## src/rtl/uart_cmd_arbiter_pkg.sv

```systemverilog
// Shared definitions for the UART command transmit path:
// default widths, channel indices and a clog2 helper.
package uart_cmd_pkg;

    localparam int DEFAULT_DATA_W = 8;
    localparam logic [7:0] DEFAULT_IDLE_BYTE = 8'h00;

    localparam int CH_GAME_STATE = 0;
    localparam int CH_TARGET     = 1;
    localparam int CH_OPERATE    = 2;
    localparam int CH_SCRIPT     = 3;

    function automatic int clog2(input int n);
        int r;
        r = 0;
        while ((1 << r) < n) r++;
        return r;
    endfunction

endpackage

```

## src/rtl/uart_cmd_arbiter_fifo.sv

```systemverilog
// Single-clock per-channel command FIFO with synchronous reset.
// A push into a full FIFO is accepted only when a pop frees a slot.
module cmd_fifo
    import uart_cmd_pkg::*;
#(
    parameter int DATA_W = DEFAULT_DATA_W,
    parameter int DEPTH = 4,
    localparam int AW = clog2(DEPTH),
    localparam int CNT_W = AW + 1
) (
    input  logic              clk,
    input  logic              reset,
    input  logic              push,
    input  logic              pop,
    input  logic [DATA_W-1:0] din,
    output logic [DATA_W-1:0] dout,
    output logic [CNT_W-1:0]  count,
    output logic              full,
    output logic              empty
);

    logic [DATA_W-1:0] mem [DEPTH];
    logic [AW-1:0] wrPtr;
    logic [AW-1:0] rdPtr;
    logic wrEn;
    logic rdEn;

    assign full  = (count == CNT_W'(DEPTH));
    assign empty = (count == '0);
    assign rdEn  = pop && !empty;
    assign wrEn  = push && (!full || rdEn);
    assign dout  = mem[rdPtr];

    always_ff @(posedge clk) begin
        if (wrEn) mem[wrPtr] <= din;
    end

    always_ff @(posedge clk) begin
        if (reset) begin
            wrPtr <= '0;
            rdPtr <= '0;
            count <= '0;
        end else begin
            if (wrEn) wrPtr <= wrPtr + AW'(1);
            if (rdEn) rdPtr <= rdPtr + AW'(1);
            unique case ({wrEn, rdEn})
                2'b10:   count <= count + CNT_W'(1);
                2'b01:   count <= count - CNT_W'(1);
                default: count <= count;
            endcase
        end
    end

endmodule

```

## src/rtl/uart_cmd_arbiter.sv

```systemverilog
// Round-robin arbiter feeding the UART transmit byte port from
// per-source command FIFOs; each byte is held until tx_ready.
module uart_cmd_arbiter
    import uart_cmd_pkg::*;
#(
    parameter int NUM_CH = 4,
    parameter int DATA_W = DEFAULT_DATA_W,
    parameter int FIFO_DEPTH = 4,
    parameter logic [DATA_W-1:0] IDLE_BYTE = DATA_W'(DEFAULT_IDLE_BYTE),
    parameter bit REPEAT_LAST = 1'b0,
    localparam int CH_W = clog2(NUM_CH),
    localparam int CNT_W = clog2(FIFO_DEPTH) + 1
) (
    input  logic                     clk,
    input  logic                     reset,
    input  logic [NUM_CH-1:0]        ch_valid,
    input  logic [NUM_CH*DATA_W-1:0] ch_data,
    output logic [NUM_CH-1:0]        ch_full,
    output logic [NUM_CH-1:0]        ch_overflow,
    input  logic                     tx_ready,
    output logic [DATA_W-1:0]        tx_bits,
    output logic [CH_W-1:0]          tx_ch,
    output logic                     tx_is_idle
);

    logic [DATA_W-1:0] headData [NUM_CH];
    logic [CNT_W-1:0]  chCount [NUM_CH];
    logic [NUM_CH-1:0] chEmpty;
    logic [NUM_CH-1:0] chEligible;
    logic [NUM_CH-1:0] popCh;
    logic [NUM_CH-1:0] dropCh;
    logic [CH_W-1:0]   rrPtr;
    logic [CH_W-1:0]   grantIdx;
    logic [CH_W-1:0]   cand;
    logic [DATA_W-1:0] lastData;
    logic              found;
    logic              txFire;
    int                idx;

    assign txFire = tx_ready && !reset;

    for (genvar i = 0; i < NUM_CH; i++) begin : gFifo
        assign chEligible[i] = (chCount[i] != '0);
        assign popCh[i] = txFire && found && (grantIdx == CH_W'(i)) && !chEmpty[i];
        assign dropCh[i] = ch_valid[i] && ch_full[i] && !popCh[i];

        cmd_fifo #(
            .DATA_W(DATA_W),
            .DEPTH (FIFO_DEPTH)
        ) uFifo (
            .clk  (clk),
            .reset(reset),
            .push (ch_valid[i]),
            .pop  (popCh[i]),
            .din  (ch_data[i*DATA_W +: DATA_W]),
            .dout (headData[i]),
            .count(chCount[i]),
            .full (ch_full[i]),
            .empty(chEmpty[i])
        );
    end

    // First non-empty channel after the last grant, wrapping.
    always_comb begin
        found = 1'b0;
        grantIdx = '0;
        cand = '0;
        idx = 0;
        for (int off = 1; off <= NUM_CH; off++) begin
            idx = (int'(rrPtr) + off) % NUM_CH;
            cand = CH_W'(idx);
            if (!found && chEligible[cand]) begin
                found = 1'b1;
                grantIdx = cand;
            end
        end
    end

    always_ff @(posedge clk) begin
        if (reset) begin
            tx_bits     <= IDLE_BYTE;
            tx_ch       <= '0;
            tx_is_idle  <= 1'b1;
            rrPtr       <= CH_W'(NUM_CH - 1);
            lastData    <= IDLE_BYTE;
            ch_overflow <= '0;
        end else begin
            ch_overflow <= ch_overflow | dropCh;
            if (tx_ready) begin
                if (found) begin
                    tx_bits    <= headData[grantIdx];
                    tx_ch      <= grantIdx;
                    tx_is_idle <= 1'b0;
                    lastData   <= headData[grantIdx];
                    rrPtr      <= grantIdx;
                end else begin
                    tx_bits    <= REPEAT_LAST ? lastData : IDLE_BYTE;
                    tx_is_idle <= 1'b1;
                end
            end
        end
    end

endmodule
```

## config.mk

```make
export PLATFORM = sky130hd
export DESIGN_NAME = uart_cmd_arbiter
export DESIGN_NICKNAME = d
export VERILOG_FILES = /design/src/rtl/uart_cmd_arbiter_pkg.sv /design/src/rtl/uart_cmd_arbiter_fifo.sv /design/src/rtl/uart_cmd_arbiter.sv
export SDC_FILE = /design/constraint.sdc
export NUM_CORES = 1
export LEC_CHECK = 0
export ABC_AREA = 1
export BUFFER_PORTS_ARGS = -buffer_cell sky130_fd_sc_hd__buf_2
export CORE_AREA = 5 5 141 143
export CTS_CLUSTER_SIZE = 8
export DETAILED_ROUTE_END_ITERATION = 8
export DIE_AREA = 0 0 146 148
export PLACE_DENSITY = 0.66
export REMOVE_ABC_BUFFERS = 1
export SYNTH_ARGS = -nofsm -noshare
export SYNTH_HDL_FRONTEND = slang
export SYNTH_SLANG_ARGS = --single-unit
```

## constraint.sdc

```tcl
create_clock -name clk -period 2.91 [get_ports clk]
set_input_delay 0.4365 -clock clk [delete_from_list [all_inputs] [get_ports clk]]
set_output_delay 0.4365 -clock clk [all_outputs]
set_load 0.005 [all_outputs]
```

-- After elaboration in Yosys (flattened, before gate mapping)
Memory sizes are Yosys's and may differ from the RTL's. A register that Yosys moved wholly into a read port is not among the register bits.
Index checks and enable logic that the tools add are counted.
- bits of input ports: 39
- register bits after elaboration: 45
- ROM bits: 0
- memory bits (writable): 128
- logic and storage cells: 167
- memories kept: 4
- output and inout bits: 19
- bits in latches: 0
- memory list (name ; depth ; width ; rd ports ; clocked after Yosys merged registers in ; wr ports ; line ; RTL):
    gFifo[0].uFifo.mem ; 4 ; 8 ; 1 ; 1 ; 1 ; uart_cmd_arbiter_fifo.sv:22 ; logic [DATA_W-1:0] mem [DEPTH];
    gFifo[1].uFifo.mem ; 4 ; 8 ; 1 ; 1 ; 1 ; uart_cmd_arbiter_fifo.sv:22 ;
    gFifo[2].uFifo.mem ; 4 ; 8 ; 1 ; 1 ; 1 ; uart_cmd_arbiter_fifo.sv:22 ;
    gFifo[3].uFifo.mem ; 4 ; 8 ; 1 ; 1 ; 1 ; uart_cmd_arbiter_fifo.sv:22 ;
- $lt $le $gt $ge: 5
- $mul: 0
- reduce and logical (&&, ||, !) cells: 63
- equality and inequality tests: 15
- $add $sub $neg: 20
- shifts and indexed selects: 0
- mux-type cells: 41
- div/mod/pow operators: 0
- bitwise gates (word level): 2
- operators by type and width (operator ; number):
    logical AND 1 bit ; 29
    2-to-1 mux 2 bit ; 12
    2-to-1 mux 8 bit ; 3
    one-hot mux 3 bit (2 select lines) ; 4
    adder 2 x 1 -> 2 bit, second input constant ; 10
    2-to-1 mux 1 bit ; 17
    binary-select mux 8 bit (select 2 bit) ; 1
    zero test 1 bit ; 16
    adder 3 x 1 -> 3 bit, second input constant ; 4
    == test 2 bit, second input constant ; 6
    == test 3 bit, second input constant ; 4
    zero test 3 bit ; 4
    less-than comparator 2 x 3 -> 1 bit, second input constant ; 4
    nonzero test 3 bit ; 4
    subtractor 3 x 1 -> 3 bit, second input constant ; 4
    == test 2 x 1 -> 1 bit, second input constant ; 5
    binary-select mux 1 bit (select 2 bit) ; 4
    nonzero test 2 bit ; 4
    adder 2 bit, second input constant ; 2
    logical OR 1 bit ; 4
    bitwise OR 4 bit ; 1
    greater-or-equal comparator 3 bit, second input constant ; 1
    inverter 2 -> 3 bit ; 1
    zero test 2 bit ; 1
    AND reduction 2 bit ; 1

-- Longest topological paths before layout
- depth after elaboration: 21
- gate-level depth with buffers: 22
- gate-level depth less buffers: 21

-- Cells and area by module
Synthesis repeated with hierarchy kept, for this count alone.
- cells, all modules: 810
- area total of the unflattened synthesis: 8166.6 µm²
- by module, submodules not included (module ; area an instance (µm²) ; sequential area each (µm²) ; instances ; cells an instance):
    cmd_fifo (gFifo[2].uFifo ...) ; 1706.6 ; 1141.1 ; 2 ; 150
    cmd_fifo (gFifo[0].uFifo) ; 1732.9 ; 1141.1 ; 1 ; 143
    cmd_fifo (gFifo[1].uFifo) ; 1665.3 ; 1141.1 ; 1 ; 140
    uart_cmd_arbiter ; 1355.0 ; 340.3 ; 1 ; 227

-- Worst setup path before layout
No wires, ideal clock.
- path kind: register to register
- start point: reg rrPtr[1]
- end point: reg gFifo[0].uFifo.count[2]
- stages on the path, launching flop included: 20
- arrival: 2554 ps
- period minus slack after synthesis: 2676 ps
- setup slack: 234 ps
- required time: 2788 ps
- library setup time: 122 ps
- path buffers: 0
- path through: dfxtp_1 > inv_2 > nand2_1 > nand2_2 > nand3_2 > nand2_2 > nor2_4 > nand4_1 > nand2_4 > nor2_4 > nand2_4 > nand2_4 > nand2_2 > ha_1 > inv_1 > fa_1 > a21oi_1 > o21ai_0 > o21ai_0 > a21oi_1
- longest elaborated chain between the ends: 21
- elaborated cells between the ends (all ways): 37
- classes of those cells: 4 x add/sub; 2 x eq/ne; 17 x mux; 14 x reduce/logical
- RTL lines (element ; line ; RTL):
    start: declaration ; uart_cmd_arbiter.sv:32 ; logic [CH_W-1:0] rrPtr;
    start signal: assignment ; uart_cmd_arbiter.sv:84 ; rrPtr <= CH_W'(NUM_CH - 1);
    start signal: assignment ; uart_cmd_arbiter.sv:95 ; rrPtr <= grantIdx;
    adder 2 x 1 -> 2 bit ; uart_cmd_arbiter.sv:70 ; idx = (int'(rrPtr) + off) % NUM_CH;
    binary-select mux 1 bit (select 2 bit) ; uart_cmd_arbiter.sv:72 ; if (!found && chEligible[cand]) begin
    2-to-1 mux 1 bit (not written as such) ; uart_cmd_arbiter.sv:72 ;
    2-to-1 mux 1 bit ; uart_cmd_arbiter.sv:72 ;
    zero test 1 bit ; uart_cmd_arbiter.sv:72 ;
    logical AND 1 bit ; uart_cmd_arbiter.sv:72 ;
    2-to-1 mux 1 bit ; uart_cmd_arbiter.sv:72 ;
    zero test 1 bit ; uart_cmd_arbiter.sv:72 ;
    (+4 left out) ; - ;
    2-to-1 mux 2 bit or 2-to-1 mux 1 bit (tied branches) ; uart_cmd_arbiter.sv:72 ;
    zero test 2 bit or logical AND 1 bit (tied branches) ; uart_cmd_arbiter.sv:44 ; assign popCh[i] = txFire && found && (grantIdx == CH_W'(i)) && !chEmpty[i];
    logical AND 1 bit (*) (2 in a row) ; uart_cmd_arbiter.sv:44 ;
    logical AND 1 bit (*) ; uart_cmd_arbiter_fifo.sv:30 ; assign rdEn = pop && !empty;
    logical OR 1 bit ; uart_cmd_arbiter_fifo.sv:31 ; assign wrEn = push && (!full || rdEn);
    logical AND 1 bit ; uart_cmd_arbiter_fifo.sv:31 ;
    == test 2 x 1 -> 1 bit or == test 2 bit (tied branches) ; uart_cmd_arbiter_fifo.sv:46 ; unique case ({wrEn, rdEn})
    one-hot mux 3 bit (2 select lines) or nonzero test 2 bit (tied branches) ; - ;
    end signal: assignment ; uart_cmd_arbiter_fifo.sv:47 ; 2'b10: count <= count + CNT_W'(1);
    end signal: assignment ; uart_cmd_arbiter_fifo.sv:48 ; 2'b01: count <= count - CNT_W'(1);
    end signal: assignment ; uart_cmd_arbiter_fifo.sv:49 ; default: count <= count;
    end: declaration ; uart_cmd_arbiter_fifo.sv:17 ; output logic [CNT_W-1:0] count,
Mark *: on every way between the ends. The rest lies on a longest branch, timed or not. The select of a mux whose other input is x is not followed.
A chain may end at the register's enable or synchronous reset.

-- Worst setup path in the final report
- start point: reg rrPtr[0]
- end point: reg gFifo[3].uFifo.count[2]
- longest elaborated chain between the ends: 21
- elaborated cells between the ends (all ways): 37
- classes of those cells: 4 x add/sub; 3 x eq/ne; 17 x mux; 13 x reduce/logical
- RTL lines (element ; line):
    adder 2 x 1 -> 2 bit ; uart_cmd_arbiter.sv:70
    binary-select mux 1 bit (select 2 bit) ; uart_cmd_arbiter.sv:72
    2-to-1 mux 1 bit (not written as such) ; uart_cmd_arbiter.sv:72
    2-to-1 mux 1 bit ; uart_cmd_arbiter.sv:72
    zero test 1 bit ; uart_cmd_arbiter.sv:72
    logical AND 1 bit ; uart_cmd_arbiter.sv:72
    2-to-1 mux 1 bit ; uart_cmd_arbiter.sv:72
    zero test 1 bit ; uart_cmd_arbiter.sv:72
    (+4 left out) ; -
    2-to-1 mux 2 bit or 2-to-1 mux 1 bit (tied branches) ; uart_cmd_arbiter.sv:72
    == test 2 bit or logical AND 1 bit (tied branches) ; uart_cmd_arbiter.sv:44
    logical AND 1 bit (*) (2 in a row) ; uart_cmd_arbiter.sv:44
    logical AND 1 bit (*) ; uart_cmd_arbiter_fifo.sv:30
    logical OR 1 bit ; uart_cmd_arbiter_fifo.sv:31
    logical AND 1 bit ; uart_cmd_arbiter_fifo.sv:31
    == test 2 x 1 -> 1 bit or == test 2 bit (tied branches) ; uart_cmd_arbiter_fifo.sv:46
    one-hot mux 3 bit (2 select lines) or nonzero test 2 bit (tied branches) ; -
    end signal: assignment ; uart_cmd_arbiter_fifo.sv:47
    end signal: assignment ; uart_cmd_arbiter_fifo.sv:48
    end signal: assignment ; uart_cmd_arbiter_fifo.sv:49
    end: declaration ; uart_cmd_arbiter_fifo.sv:17
Marked as above.

==> results.md <==
* Design area at 9831 um^2
* Synth warn at 0
* Most frequent cells in the layout: nand2_1, edfxtp_1, inv_1, a21oi_1, buf_2
* Initial antenna violation count at 0
* Final non-filler cell total at roughly 1100
* Clock Tree Buf Depth at 2
* Number of DRC markers in iteration 0 at 369
* WHS at about 230 ps
* Chip height at 148 um
* Clock Tree Root: clkbuf_16
* Largest net degree at the start of global routing at 27
* # placed instances at approximately 1100
* Combinational power share at 46.0%
* Pre-antenna DRT Iters at 7
* Vias per cell at 5.066
* Syn_area_per_cell at 10.65 um^2
* GPL Wtd Cong at about 0.86
* Switching share of power at about two fifths
* Flop pwr share at 31.9%
* I/O pin total at 58
* TritonCTS Buffers at 17
* Antenna Nets Post-Route at 0
* Die width at roughly 150 um
* Starting Density at 43.97%
* Clk pin slew, worst setup/hold paths at around 70 ps
* Share of layout cells above drive strength 1 at between 20% and 30%
* Cells after Synth at 762
* Cell Area, Synth at 8115 um^2
* Switching Power at 4.021 mW
* Core area at 18460 um^2
* Worst VDD drop at 614.8 uV
* Final count of pins violating max slew at 0
* CP arrival at 3150 ps
* HP Class: in -> reg
* Most common cell after layout, fill and taps aside: nand2_1
* Die area at 21610 um^2
* Netlist cell types at 38
* Total Wirelength at about 17000 um
* Routed vias at 5608
* Sink Count at 181
* Status: complete, no violations
* Worst skew pair latency at 420 ps
* WS Path Type: reg -> reg
* Dpl hpwl at 11870 um
* Max Clk Rate at 0.3521 GHz
* Crit path launch type: register
* Routed WL per cell at 15.53 um
* Worst Clk Skew at around 11 ps
* Row Count at 50
* TritonCTS clock tree: done
* Port Buf Inserts at 57
* Syn-to-layout area delta at 21.14%
* Sequential element share of the synthesized area at between 60% and 70%
* Tcrit/Tclk final at between 90% and 100%
* Leakage at between 3 and 4 nW
* Critical path required time at 3220 ps
* Final-report hold violation count at 0
* Crit-path max FO at 8
* Global route total overflow at 0
* Residual DRC at 0
* First-pass GRT wire length at approximately 27000 um
* Slew @ Worst Pin at ~570 ps
* Internal power at 6.303 mW
* GRT Util Overall at ~16%
* H-tree Lvls at 4
* #FFs+latches synth at between 150 and 200
* Clock share of power at 22.2%
* Placed standard-cell area at 8823 um^2
* Min Clock Period, post-route at about 2800 ps
* Hold Buf Count CTS at 0
* Final setup fails at 0
* Number of diodes at 0
* Vias in the first global route at 5319
* Nets at between 900 and 1000
* Critical path endpoint category: register
* Max_cap viols at 0
* PD cells at 1050 nW/um^2
* Normalized max-slew margin at about three fifths
## layout make-up
class	count	area (um^2)
Timing Repair Buffer	108	704.4
Inverter	78	307.8
Multi-Input combinational cell	474	3027
Clock inverter	13	156.4
Sequential cell	181	4910
Fill cell	1576	8625
Clock buffer	19	432.9
Tap cell	234	292.8
## metal layers
metal,share of wire [%],vias up,track usage [%]
li1,-,2811,-
met1,45,2676,20.63
met2,50,102,27.08
met3,3.6,19,3.433
met4,1.2,0,4.327
met5,0,-,0
## critical path, cell delays in order (launching register included)
cell	delay (ps)
dfxtp_2	330
buf_12	140
inv_12	90
nand3_4	100
nand3_4	120
nand2_4	60
nor2_4	170
nand2_1	90
nor2_2	150
nor2_4	70
buf_4	150
nand3_4	90
nand2_4	70
nand2_4	60
ha_2	160
inv_2	60
fa_2	410
a21oi_2	150
o21ai_2	80
o21ai_1	140
a21oi_1	50
## path summary, 6_finish.rpt
path / from / end / slack, ps / cells after the start
worst max register to register: rrPtr[0] / gFifo[3].uFifo.count[2] / 70 / 20
worst max-delay path: rrPtr[0] / gFifo[3].uFifo.count[2] / 70 / 20
worst min register to register: gFifo[1].uFifo.rdPtr[1] / register / 460 / 2
worst min-delay path: ch_data[11] / gFifo[1].uFifo.mem[2][3] / 230 / 1
## synthesized netlist by cell type, drive strengths merged
cell type	number	area [um^2]
nand4	2	12.51
o22ai	1	6.260
a31oi	4	25.02
fa	4	80.08
nand3b	4	33.78
nor3b	1	12.51
nand2	189	868.3
edfxtp	128	3844
nor3	5	25.02
a32oi	4	35.03
o211ai	2	15.01
a21boi	1	11.26
nand3	47	292.8
ha	20	250.2
a32o	27	270.3
clkbuf	18	67.56
dfxtp	53	1061
buf	11	92.59
inv	78	302.8
nor2	71	345.3
a21oi	67	339.1
o21ai	25	125.1
## metrics by stage
stage	utilization (%)	setup slack (ps)	power [mW]	setup TNS, ps
2_1_floorplan	-	12.84	6.041	0
3_3_place_gp	47.81	87.14	7.221	0
3_5_place_dp	47.81	-19.26	7.274	-19.26
4_1_cts	51.04	4.985	9.611	0
5_1_grt	53.27	-66.09	10.97	-122.4
6_report	53.27	70.26	10.32	0
## kinds of logic after synthesis
logic type                 after synthesis  share of synthesized area, %
AOI/OAI and AO/OA                      131                         10.19
adders and majority gates               24                         4.070
buffers and inverters                  107                         5.705
DFF                                    181                         60.44
and+or+nand+nor                        319                         19.60
## flip-flops by register name (all words and copies together) (netlist names), named ones only
name               cells
tx_is_idle             1
gFifo.uFifo.rdPtr      8
tx_bits                8
ch_overflow            4
gFifo.uFifo.mem      128
tx_ch                  2
rrPtr                  2
gFifo.uFifo.count     12
gFifo.uFifo.wrPtr      8
## power by group through the flow
stage	Combinational (mW)	Clock (mW)	Sequential, mW
6_report	4.75	2.29	3.29
4_1_cts	4.02	2.34	3.26
3_5_place_dp	3.96	0	3.31
3_3_place_gp	3.91	0	3.31
5_1_grt	5.22	2.43	3.33
2_1_floorplan	2.69	0	3.35
## timing repair
action	in CTS	in global routing
setup endpoints to repair	2	7
hold endpoints to repair	0	0
gates resized for setup	0	83
setup buffers	1	13
pin swaps	1	34
Power figures use the tool's default switching activity.
